[config.mk]
export PLATFORM = sky130hd
export DESIGN_NAME = axi4_lite_regfile
export DESIGN_NICKNAME = d
export VERILOG_FILES = /design/src/rtl/axi4_lite_regfile.sv
export SDC_FILE = /design/constraint.sdc
export NUM_CORES = 1
export LEC_CHECK = 0
export CAP_MARGIN = 20
export CORE_AREA = 8 8 443 445
export CTS_CLUSTER_SIZE = 30
export DETAILED_ROUTE_END_ITERATION = 10
export DIE_AREA = 0 0 451 453
export PLACE_DENSITY = 0.38
export REMOVE_ABC_BUFFERS = 1
export SLEW_MARGIN = 20
export SYNTH_ARGS = -nofsm -noshare
export SYNTH_HDL_FRONTEND = slang
export SYNTH_SLANG_ARGS = --single-unit
export TNS_END_PERCENT = 5
[constraint.sdc]
create_clock -name aclk -period 3.7 [get_ports aclk]
set_input_delay 0.74 -clock aclk [delete_from_list [all_inputs] [get_ports aclk]]
set_output_delay 0.74 -clock aclk [all_outputs]
set_load 0.01 [all_outputs]
[src/rtl/axi4_lite_regfile.sv]
// AXI4-Lite slave register file.
//
// Implements REGISTERS data-width registers behind an AXI4-Lite slave port.
// Registers flagged in RO_MASK are read-only and reflect the matching hw_in
// slice. Writes honour byte strobes. Writes to read-only or unimplemented
// registers, and reads of unimplemented registers, return SLVERR.
//
// Ports:
//   aclk, areset     clock, synchronous active-high reset
//   s_axi_aw*        write address channel
//   s_axi_w*         write data channel (wdata, wstrb)
//   s_axi_b*         write response channel
//   s_axi_ar*        read address channel
//   s_axi_r*         read data channel
//   hw_out           flattened register view (hw_in slice for read-only registers)
//   hw_in            values for read-only registers
//   wr_pulse         one-cycle pulse per register on each successful write
module axi4_lite_regfile #(
  parameter int unsigned            DATA_WIDTH  = 32,
  parameter int unsigned            ADDR_WIDTH  = 12,
  parameter int unsigned            REGISTERS   = 16,
  parameter logic [REGISTERS-1:0]   RO_MASK     = '0,
  parameter logic [DATA_WIDTH-1:0]  RESET_VALUE = '0
) (
  input  logic                            aclk,
  input  logic                            areset,
  input  logic [ADDR_WIDTH-1:0]           s_axi_awaddr,
  input  logic                            s_axi_awvalid,
  output logic                            s_axi_awready,
  input  logic [DATA_WIDTH-1:0]           s_axi_wdata,
  input  logic [DATA_WIDTH/8-1:0]         s_axi_wstrb,
  input  logic                            s_axi_wvalid,
  output logic                            s_axi_wready,
  output logic [1:0]                      s_axi_bresp,
  output logic                            s_axi_bvalid,
  input  logic                            s_axi_bready,
  input  logic [ADDR_WIDTH-1:0]           s_axi_araddr,
  input  logic                            s_axi_arvalid,
  output logic                            s_axi_arready,
  output logic [DATA_WIDTH-1:0]           s_axi_rdata,
  output logic [1:0]                      s_axi_rresp,
  output logic                            s_axi_rvalid,
  input  logic                            s_axi_rready,
  output logic [REGISTERS*DATA_WIDTH-1:0] hw_out,
  input  logic [REGISTERS*DATA_WIDTH-1:0] hw_in,
  output logic [REGISTERS-1:0]            wr_pulse
);

  localparam int unsigned STRB_WIDTH = DATA_WIDTH / 8;
  localparam int unsigned ADDR_LSB   = $clog2(STRB_WIDTH);
  localparam int unsigned IDX_WIDTH  = ADDR_WIDTH - ADDR_LSB;
  localparam logic [1:0]  RespOkay   = 2'b00;
  localparam logic [1:0]  RespSlverr = 2'b10;

  typedef enum logic {WIdle, WResp} w_state_e;
  typedef enum logic {RIdle, RData} r_state_e;

  w_state_e                w_state_q, w_state_d;
  r_state_e                r_state_q, r_state_d;
  logic                    aw_done_q, aw_done_d, w_done_q, w_done_d;
  logic [IDX_WIDTH-1:0]    aw_idx_q, aw_idx_d;
  logic [DATA_WIDTH-1:0]   wdata_q, wdata_d;
  logic [STRB_WIDTH-1:0]   wstrb_q, wstrb_d;
  logic                    bvalid_q, bvalid_d, rvalid_q, rvalid_d;
  logic [1:0]              bresp_q, bresp_d, rresp_q, rresp_d;
  logic [DATA_WIDTH-1:0]   rdata_q, rdata_d;
  logic [REGISTERS-1:0]    wr_pulse_q, wr_pulse_d;
  logic [DATA_WIDTH-1:0]   regs_q [REGISTERS];
  logic [DATA_WIDTH-1:0]   regs_d [REGISTERS];

  // Channel payload for the current cycle: latched copy if already taken, else the bus.
  logic [IDX_WIDTH-1:0]    aw_idx_cur, ar_idx;
  logic [DATA_WIDTH-1:0]   wdata_cur;
  logic [STRB_WIDTH-1:0]   wstrb_cur;
  logic                    aw_hs, w_hs;

  // Byte-offset address bits carry no information for a word-wide register file.
  logic unused_addr_lsbs;
  assign unused_addr_lsbs = ^{s_axi_awaddr[ADDR_LSB-1:0], s_axi_araddr[ADDR_LSB-1:0]};

  assign s_axi_awready = (w_state_q == WIdle) && !aw_done_q;
  assign s_axi_wready  = (w_state_q == WIdle) && !w_done_q;
  assign s_axi_arready = (r_state_q == RIdle);
  assign s_axi_bvalid  = bvalid_q;
  assign s_axi_bresp   = bresp_q;
  assign s_axi_rvalid  = rvalid_q;
  assign s_axi_rresp   = rresp_q;
  assign s_axi_rdata   = rdata_q;
  assign wr_pulse      = wr_pulse_q;

  assign aw_hs      = s_axi_awvalid && s_axi_awready;
  assign w_hs       = s_axi_wvalid && s_axi_wready;
  assign aw_idx_cur = aw_done_q ? aw_idx_q : s_axi_awaddr[ADDR_WIDTH-1:ADDR_LSB];
  assign wdata_cur  = w_done_q ? wdata_q : s_axi_wdata;
  assign wstrb_cur  = w_done_q ? wstrb_q : s_axi_wstrb;
  assign ar_idx     = s_axi_araddr[ADDR_WIDTH-1:ADDR_LSB];

  for (genvar g = 0; g < REGISTERS; g++) begin : g_hw_out
    assign hw_out[g*DATA_WIDTH +: DATA_WIDTH] =
        RO_MASK[g] ? hw_in[g*DATA_WIDTH +: DATA_WIDTH] : regs_q[g];
  end

  // Write channel: AW and W are taken independently, commit when both are held.
  always_comb begin
    w_state_d  = w_state_q;
    aw_done_d  = aw_done_q;
    w_done_d   = w_done_q;
    aw_idx_d   = aw_idx_q;
    wdata_d    = wdata_q;
    wstrb_d    = wstrb_q;
    bvalid_d   = bvalid_q;
    bresp_d    = bresp_q;
    wr_pulse_d = '0;
    regs_d     = regs_q;
    unique case (w_state_q)
      WIdle: begin
        if (aw_hs) begin
          aw_done_d = 1'b1;
          aw_idx_d  = s_axi_awaddr[ADDR_WIDTH-1:ADDR_LSB];
        end
        if (w_hs) begin
          w_done_d = 1'b1;
          wdata_d  = s_axi_wdata;
          wstrb_d  = s_axi_wstrb;
        end
        if ((aw_done_q || aw_hs) && (w_done_q || w_hs)) begin
          w_state_d = WResp;
          bvalid_d  = 1'b1;
          bresp_d   = RespSlverr;
          for (int i = 0; i < REGISTERS; i++) begin
            if (aw_idx_cur == IDX_WIDTH'(i) && !RO_MASK[i]) begin
              bresp_d       = RespOkay;
              wr_pulse_d[i] = 1'b1;
              for (int k = 0; k < STRB_WIDTH; k++) begin
                if (wstrb_cur[k]) regs_d[i][k*8 +: 8] = wdata_cur[k*8 +: 8];
              end
            end
          end
        end
      end
      WResp: begin
        if (s_axi_bready) begin
          w_state_d = WIdle;
          bvalid_d  = 1'b0;
          aw_done_d = 1'b0;
          w_done_d  = 1'b0;
        end
      end
    endcase
  end

  // Read channel: data is sampled at the AR handshake, so a same-cycle commit
  // to the same register is not yet visible.
  always_comb begin
    r_state_d = r_state_q;
    rvalid_d  = rvalid_q;
    rresp_d   = rresp_q;
    rdata_d   = rdata_q;
    unique case (r_state_q)
      RIdle: begin
        if (s_axi_arvalid) begin
          r_state_d = RData;
          rvalid_d  = 1'b1;
          rresp_d   = RespSlverr;
          rdata_d   = '0;
          for (int i = 0; i < REGISTERS; i++) begin
            if (ar_idx == IDX_WIDTH'(i)) begin
              rresp_d = RespOkay;
              rdata_d = RO_MASK[i] ? hw_in[i*DATA_WIDTH +: DATA_WIDTH] : regs_q[i];
            end
          end
        end
      end
      RData: begin
        if (s_axi_rready) begin
          r_state_d = RIdle;
          rvalid_d  = 1'b0;
        end
      end
    endcase
  end

  always_ff @(posedge aclk) begin
    if (areset) begin
      w_state_q  <= WIdle;
      r_state_q  <= RIdle;
      aw_done_q  <= 1'b0;
      w_done_q   <= 1'b0;
      aw_idx_q   <= '0;
      wdata_q    <= '0;
      wstrb_q    <= '0;
      bvalid_q   <= 1'b0;
      bresp_q    <= RespOkay;
      rvalid_q   <= 1'b0;
      rresp_q    <= RespOkay;
      rdata_q    <= '0;
      wr_pulse_q <= '0;
      for (int i = 0; i < REGISTERS; i++) regs_q[i] <= RESET_VALUE;
    end else begin
      w_state_q  <= w_state_d;
      r_state_q  <= r_state_d;
      aw_done_q  <= aw_done_d;
      w_done_q   <= w_done_d;
      aw_idx_q   <= aw_idx_d;
      wdata_q    <= wdata_d;
      wstrb_q    <= wstrb_d;
      bvalid_q   <= bvalid_d;
      bresp_q    <= bresp_d;
      rvalid_q   <= rvalid_d;
      rresp_q    <= rresp_d;
      rdata_q    <= rdata_d;
      wr_pulse_q <= wr_pulse_d;
      regs_q     <= regs_d;
    end
  end

endmodule

==> results of run 1 <==
[cells by family after synthesis]
kind of cell / count (synthesis) / synth area share (%)
compound gates: 1030 / 27.2
other cells: 1 / 0.0138
simple gates: 1029 / 16.5
buf+inv: 357 / 7.26
flops: 614 / 45.3
mux: 95 / 3.67
[through the flow]
| step | instances | total power, mW |
|---|---|---|
| 2_1_floorplan | 2777 | 7.29 |
| 3_3_place_gp | 6206 | 8.29 |
| 3_5_place_dp | 6206 | 8.29 |
| 4_1_cts | 6349 | 16.3 |
| 5_1_grt | 6354 | 16.6 |
| 6_report | 6370 | 16.1 |
[final timing paths]
kind                           to  slack (ns)
setup / recovery  s_axi_rdata[22]        0.63
hold / removal         wstrb_q[1]        0.32
setup reg to reg      hw_out[375]        0.63
hold reg to reg       wdata_q[14]        0.45
[sequential cells by signal, indices dropped and copies added, names as in the netlist, 4 cells and up]
signal / flops
hw_out: 512
s_axi_rdata: 32
wdata_q: 32
wr_pulse: 16
aw_idx_q: 10
wstrb_q: 4
[cells in the mapped netlist (all sizes together), types with 5 or more instances]
cell type / number / area share [%]
a21o: 18 / 0.50
nor3b: 6 / 0.18
mux2i: 78 / 2.9
dfxtp: 614 / 45
and3: 44 / 1.0
inv: 7 / 0.097
nor4: 9 / 0.23
a211oi: 550 / 15
o221ai: 20 / 0.65
or3: 5 / 0.12
a31oi: 7 / 0.16
a221o: 26 / 0.96
nand2b: 12 / 0.28
a2bb2oi: 10 / 0.32
o21ai: 97 / 1.8
o211ai: 20 / 0.55
nand3: 23 / 0.42
and2: 52 / 1.2
a32oi: 15 / 0.48
mux2: 15 / 0.62
buf: 195 / 5.0
a221oi: 23 / 0.74
nand2: 183 / 2.5
nor2: 628 / 8.8
o22ai: 35 / 0.81
clkbuf: 155 / 2.2
nor3: 37 / 0.92
a22oi: 18 / 0.50
a21oi: 136 / 2.5
o211a: 7 / 0.26
nor2b: 14 / 0.32
[per-layer routing]
metal  up-vias  share of wire, %
met4        10               3.6
met2      1174                44
met5         -             0.032
met1     13700                44
met3       245               9.1
li1      12800                 -
[power breakdown]
| group | internal [mW] | total [mW] | switching [mW] |
|---|---|---|---|
| clock network | 4.54 | 7.92 | 3.37 |
| registers | 6.67 | 6.73 | 0.0630 |
| logic | 0.402 | 1.40 | 1.00 |
[cells in the final DEF, fill, tap and decap left out, types with 47 or more instances in the layout]
| master | n |
|---|---|
| nand2_1 | 178 |
| nor2_1 | 619 |
| a211oi_1 | 549 |
| and2_1 | 51 |
| clkdlybuf4s50_1 | 624 |
| a21oi_1 | 136 |
| dfxtp_1 | 613 |
| buf_12 | 47 |
| clkbuf_16 | 79 |
| mux2i_1 | 65 |
| buf_4 | 243 |
| o21ai_0 | 90 |
[cell type report]
class                           instances  share of cell area, %
Inverter                                7                 0.0653
Clock buffer                          121                   5.75
Antenna cell                           21                  0.131
Sequential cell                       614                   30.5
Clock inverter                         22                  0.640
Multi-Input combinational cell       2156                   32.6
Tap cell                             2511                   7.80
Timing Repair Buffer                  918                   22.5
==> results.toml, run 1 <==
[outcome]
status = "finished, final reports clean"

[clock_network]
cts_max_path_buffers = 3
cts_setup_buffers = 0
cts_root_buf = "clkbuf_16"
cts-buffers-inserted = 78
ctsHoldBuffers = 0
cts_tree = "done"
worstSkewPairLatency_ns = 0.71
cts_num_sinks = 614
cts-htree-levels = 3
cts.clk_slew.worst_paths_ns = 0.06
cts_resized = 0

[worst_setup_path]
path_cells = "clkdlybuf4s50_1 > or4_4 > buf_12 > buf_4 > nor3_1 > a221oi_1 > buf_4 > a21oi_1 > buf_4 > o22ai_1 > a22oi_1"
worst_ep_required_time_ns = 4.32
cpMaxStageDelayCell = "or4_4"
crit_type = "input pin to register"
crit_path_start = "s_axi_araddr[7]"
critPathArrivalTime_ns = 3.68
cp_num_cells = 11
max_stage_delay_ns = 0.70
path_max_fanout = 12
reg2reg_depth = 8
start_kind = "input pin"
endpoint_kind = "register"
rr_startpoint = "aw_done_q"
path_buf_inv = 5
cpMostUsedCell = "buf_4"
cp_top_family = "buffers and inverters"

[finish]
postLayoutCellArea_mm2 = 0.0403
syn_to_final_growth_pct = 48.5
drive_gt1_share_pct = 12.9
nFillCells = 20800
multi_input_area_mm2 = 0.0131
utilization_pct = 21.3
nNetsFinal = 4354
final-seq-area_mm2 = 0.0123

[synthesis]
synth_area_per_cell_um2 = 8.67
ys_seq_area_share_pct = 45.3
synth_edf_count = 0
ys.flop_type = "dfxtp_1"
async_flop_share_pct = 0
yosys.cell_types.count = 78
ys_warn_count = 0
syn_area_mm2 = 0.0271
yosys_register_bits = 614
synth_cells = 3126

[grt]
grt_pass1_vias = 26800
grt_max_degree = 139
grt_pass1_wl_mm = 259
gr-usage-met3_pct = 6.61
top_usage_layer = "met2"
gr-usage-met1_pct = 23.9
antenna_found_initial = 33
grt_overflow_total = 0
use_met2_pct = 28.8
grt.total_usage_pct = 18.5

[timing]
rsz0062_at_grt = "no"
setup_slack_ns = 0.632
fin_skew_ns = 0.0264
maxSlewViolCount = 0
hold_viol = 0
setup_violations = 0
max_freq_mhz = 326
tns_ns = 0
slew_headroom_pct = 32.3
whs_ns = 0.319
finalCriticalPeriod_ns = 3.07
tightest_slew_ns = 0.995
fin_crit_sh_pct = 82.9

[hold_path]
hold-path-cell-count = 2
worstHoldStart = "areset"
hold_class = "input pin to register"

[route]
viasPerCell = 4.38
drc = 0
drt_wl_total_mm = 199
dr_total_vias = 27900
ant_nets = 0
drtIter0Drc = 2497
dr.pass1.iters = 5
post_drt_wl_per_cell_um = 31.3

[floorplan]
die_h_um = 453
rows = 160
core_mm2 = 0.189
die_w_um = 451
io-pin-count = 1148
dieArea_mm2 = 0.204
initial_core_util_pct = 14.3

[placed_design]
gp_congestion = 0.825
placed_area_mm2 = 0.0376
dp_hpwl_mm = 152
portBuffers = 629
pre_cts_ws_ns = -0.0865

[power_and_ir_drop]
powerDensity_mw_per_mm2 = 399
irDropWorstVdd_v = 0.000285
leakage_nw = 12.8

[flow_run]
max_cap_violations = 0
Note: power is estimated with default switching activity, not from simulation.
==> inputs of run 2 (changes only) <==
--- a/config.mk
+++ b/config.mk
@@ -6,11 +6,11 @@
 export NUM_CORES = 1
 export LEC_CHECK = 0
 export CAP_MARGIN = 20
-export CORE_AREA = 8 8 443 445
+export CORE_AREA = 8 8 445 447
 export CTS_CLUSTER_SIZE = 30
 export DETAILED_ROUTE_END_ITERATION = 10
-export DIE_AREA = 0 0 451 453
-export PLACE_DENSITY = 0.38
+export DIE_AREA = 0 0 453 455
+export PLACE_DENSITY = 0.39
 export REMOVE_ABC_BUFFERS = 1
 export SLEW_MARGIN = 20
 export SYNTH_ARGS = -nofsm -noshare
==> constraint.sdc (replaced) <==
create_clock -name aclk -period 2.8 [get_ports aclk]
set_input_delay 0.56 -clock aclk [delete_from_list [all_inputs] [get_ports aclk]]
set_output_delay 0.56 -clock aclk [all_outputs]
set_load 0.01 [all_outputs]
==> results.toml, run 2 (synthesized netlist as in run 1, its figures left out) <==
[route]
drt_wl_total_mm = 197
viasPerCell = 4.40
drtIter0Drc = 2183
dr_total_vias = 28600
ant_nets = 0
drc = 0
post_drt_wl_per_cell_um = 30.3
dr.pass1.iters = 5

[grt]
antenna_found_initial = 33
grt_max_degree = 114
grt_overflow_total = 0
grt.total_usage_pct = 18.1
grt_pass1_vias = 27500
grt_pass1_wl_mm = 257

[placed_design]
dp.cells = 6333
portBuffers = 629
placed_area_mm2 = 0.0392
pre_cts_ws_ns = -0.772
dp_hpwl_mm = 156
gp_congestion = 0.881

[finish]
nNetsFinal = 4472
final_cells = 6498
utilization_pct = 21.9
syn_to_final_growth_pct = 54.8
layout_commonest_cell = "clkdlybuf4s50_1"
drive_gt1_share_pct = 15.2
final_cell_mix = "clkdlybuf4s50_1, nor2_1, dfxtp_1, a211oi_1, buf_4"
largest_reg_flops = 512
postLayoutCellArea_mm2 = 0.0420

[power_and_ir_drop]
swShare_pct = 27.0
switching_power_mw = 5.78
sequentialPowerShare_pct = 41.5
combPwrFrac_pct = 9.1
irDropWorstVdd_v = 0.000430
clkPwrFrac_pct = 49.4
leakage_nw = 13.6
powerDensity_mw_per_mm2 = 510
power_mw = 21.4
internal_power_mw = 15.6

[timing]
slew_headroom_pct = 48.0
fin_crit_sh_pct = 103
hold_viol = 0
tns_ns = -0.0703
max_freq_mhz = 348
maxSlewViolCount = 0
whs_ns = 0.337
rsz0062_at_grt = "no"
tightest_slew_ns = 0.760
setup_slack_ns = -0.0703
finalCriticalPeriod_ns = 2.87
fin_skew_ns = 0.0298
setup_violations = 1

[worst_setup_path]
path_max_fanout = 5
crit_type = "input pin to register"
worst_ep_required_time_ns = 3.35
endpoint_kind = "register"
start_kind = "input pin"
critPathArrivalTime_ns = 3.42

[clock_network]
cts_root_buf = "clkbuf_16"
cts_max_path_buffers = 3
cts.clk_slew.worst_paths_ns = 0.06
cts_num_sinks = 614
cts-htree-levels = 3
cts_tree = "done"
cts-buffers-inserted = 80
ctsHoldBuffers = 0
worstSkewPairLatency_ns = 0.70

[hold_path]
hold_class = "input pin to register"

[flow_run]
max_cap_violations = 0

[floorplan]
dieArea_mm2 = 0.206
io-pin-count = 1148
initial_core_util_pct = 14.2
core_mm2 = 0.191
rows = 161
die_h_um = 455
die_w_um = 453

[outcome]
violations = "negative setup slack"
status = "finished, violations left"
[run 2: cell count changes in the layout (fill, tap and decap cells not counted), sizes merged]
| cell | change |
|---|---|
| clkbuf | +2 |
| diode | -4 |
| clkinvlp | +2 |
| buf | +117 |
| clkdlybuf4s50 | -1 |
| inv | -3 |
[run 2: worst max-delay path: stages]
cell and delay (ns):
clkdlybuf4s50_1 0.49, or4b_2 0.82, buf_4 0.23, nor3_4 0.23, buf_4 0.25, nor2_1 0.07
a211oi_1 0.56, o221ai_1 0.19
[run 2: final timing paths]
kind	start	to	slack, ns	cells after the start
worst min register to register	wdata_q[3]	wdata_q[3]	0.45	2
worst min-delay path	areset	hw_out[504]	0.34	2
worst max register to register	aw_done_q	hw_out[164]	0.38	8
worst max-delay path	s_axi_araddr[11]	s_axi_rdata[31]	-0.07	8
[run 2: routing by layer]
| metal | GRT usage [%] | wire length [um] | vias to the layer above | part of all wire, % |
|---|---|---|---|---|
| li1 | - | - | 13000 | - |
| met1 | 23.5 | 86200 | 14000 | 44 |
| met2 | 28.7 | 86800 | 1299 | 44 |
| met3 | 5.72 | 16800 | 264 | 8.5 |
| met4 | 5.62 | 6920 | 20 | 3.5 |
| met5 | 0 | 138 | - | 0.070 |
[run 2: timing repair]
item,in CTS,in global routing
gates resized for setup,2,1
endpoints found under the setup margin,2,1
buffers inserted,4,0
[run 2: power groups by stage]
stage          Combinational [mW]  Clock [mW]  Sequential, mW
3_3_place_gp                 1.92           0            9.08
5_1_grt                      2.03        11.1            8.87
3_5_place_dp                 1.91           0            9.08
6_report                     1.94        10.6            8.87
2_1_floorplan               0.562           0            9.07
4_1_cts                      1.95        10.9            8.87
[run 2: layout make-up]
cell class / count / area, um2
diodes: 17 / 42.5
inverters: 7 / 26.3
well taps: 2526 / 3160
clock buffers: 123 / 2390
flip-flops and latches: 614 / 12300
multi-input cells: 2156 / 13100
fillers: 20900 / 149000
repair buffers: 1034 / 10700
clock inverters: 21 / 250
==> inputs of run 3 (changes only) <==
--- a/config.mk
+++ b/config.mk
@@ -10,7 +10,9 @@
 export CTS_CLUSTER_SIZE = 30
 export DETAILED_ROUTE_END_ITERATION = 10
 export DIE_AREA = 0 0 453 455
+export GPL_TIMING_DRIVEN = 0
 export PLACE_DENSITY = 0.39
+export RECOVER_POWER = 25
 export REMOVE_ABC_BUFFERS = 1
 export SLEW_MARGIN = 20
 export SYNTH_ARGS = -nofsm -noshare
==> results.toml, run 3 (synthesized netlist as in run 1, its figures left out) <==
[outcome]
violations = "negative setup slack"
status = "finished, violations left"

[timing]
setup_slack_ns = -0.0321
fin_crit_sh_pct = 101
maxSlewViolCount = 0
max_freq_mhz = 353
hold_viol = 0
slew_headroom_pct = 19.2
setup_violations = 3
tightest_slew_ns = 1.21
fin_skew_ns = 0.0427
finalCriticalPeriod_ns = 2.83
rsz0062_at_grt = "yes"

[clock_network]
ctsHoldBuffers = 0
cts-htree-levels = 3
cts_tree = "done"
cts_num_sinks = 614
cts_max_path_buffers = 3
cts_root_buf = "clkbuf_16"
worstSkewPairLatency_ns = 0.72
cts.clk_slew.worst_paths_ns = 0.06
cts-buffers-inserted = 80

[hold_path]
hold_class = "input pin to register"

[worst_setup_path]
path_max_fanout = 29
critPathArrivalTime_ns = 3.42
endpoint_kind = "register"
crit_type = "input pin to register"
worst_ep_required_time_ns = 3.39
start_kind = "input pin"

[grt]
grt_pass1_vias = 26000
antenna_found_initial = 25
grt_max_degree = 95
grt_pass1_wl_mm = 260
grt_overflow_total = 0
grt.total_usage_pct = 18.7

[floorplan]
core_mm2 = 0.191
dieArea_mm2 = 0.206
rows = 161
io-pin-count = 1148
initial_core_util_pct = 14.2
die_h_um = 455
die_w_um = 453

[finish]
layout_commonest_cell = "nor2_1"
postLayoutCellArea_mm2 = 0.0400
nFillCells = 21000
largest_reg_flops = 512
drive_gt1_share_pct = 12.2
syn_to_final_growth_pct = 47.7
final_cell_mix = "nor2_1, dfxtp_1, a211oi_1, clkdlybuf4s50_1, dlygate4sd3_1"
nNetsFinal = 4203

[route]
dr_total_vias = 27700
drtIter0Drc = 2562
drt_wl_total_mm = 203
post_drt_wl_per_cell_um = 32.7
viasPerCell = 4.45
dr.pass1.iters = 8
drc = 0
ant_nets = 0

[placed_design]
portBuffers = 629
placed_area_mm2 = 0.0369
gp_congestion = 0.804
dp_hpwl_mm = 154

[power_and_ir_drop]
power_mw = 21.4
irDropWorstVdd_v = 0.000442
leakage_nw = 13.0
powerDensity_mw_per_mm2 = 534

[flow_run]
max_cap_violations = 0
[run 3: cell types whose count changed in the layout (fill, tap and decap cells not counted), moves of 29 or more]
cell / delta
dlygate4sd3_1: +226
buf_4: -250
buf_12: -96
and2_1: -49
mux2i_1: -29
clkdlybuf4s50_1: -231
[run 3: final cells by class]
type | count | area (um2) | area share (%)
Clock buffer | 110 | 2190 | 5.48
Timing Repair Buffer | 761 | 8210 | 20.5
Sequential cell | 614 | 12300 | 30.7
Multi-Input combinational cell | 2160 | 13700 | 34.3
Antenna cell | 15 | 37.5 | 0.0938
Clock inverter | 24 | 359 | 0.897
Tap cell | 2526 | 3160 | 7.90
Inverter | 7 | 26.3 | 0.0656
[run 3: worst paths after layout]
kind	slack, ns	from	cells past startpoint	to
max	-0.03	s_axi_araddr[3]	9	s_axi_rdata[5]
min	0.35	areset	2	hw_out[56]
max reg2reg	0.15	w_state_q	5	wdata_q[9]
min reg2reg	0.46	wstrb_q[2]	2	wstrb_q[2]
[run 3: stage by stage]
step / instances / setup WS, ns / utilization [%] / TNS, ns / hold WS (ns)
2_1_floorplan: 2777 / -5.21 / - / -336.30 / 0.430
3_3_place_gp: 5932 / -41.92 / 18.1 / - / 0.444
3_5_place_dp: 6039 / -1.81 / 19.3 / -477.45 / 0.451
4_1_cts: 6200 / -0.0759 / 20.9 / -1.26 / 0.243
5_1_grt: 6206 / -0.0919 / 20.9 / -0.169 / 0.302
6_report: 6217 / -0.0321 / 20.9 / -0.0769 / 0.345
[run 3: repair_timing]
item / in CTS / in global routing
setup endpoints to repair: 546 / 322
buffers inserted: 23 / 2
cloned: 4 / 0
pin swaps: 15 / 1
resized for setup: 126 / 22
[run 3: critical path: stages]
cell and delay [ns]:
buf_4 0.33, buf_16 0.30, nand2b_1 0.47, nor3_4 0.71
buf_8 0.26, buf_8 0.19, nor2_1 0.06, a211oi_1 0.29
o221ai_1 0.15
[run 3: metal layers]
metal / vias to the layer above / track usage (%) / part of all wire, %
met5: - / 0 / 0.037
met4: 12 / 5.91 / 3.6
met1: 13600 / 24.1 / 43
li1: 12500 / - / -
met2: 1384 / 28.8 / 43
met3: 249 / 7.03 / 9.8
[run 3: power breakdown]
part | internal, mW | switching, mW
logic | 0.601 | 1.38
clock network | 5.97 | 4.52
registers | 8.81 | 0.0783
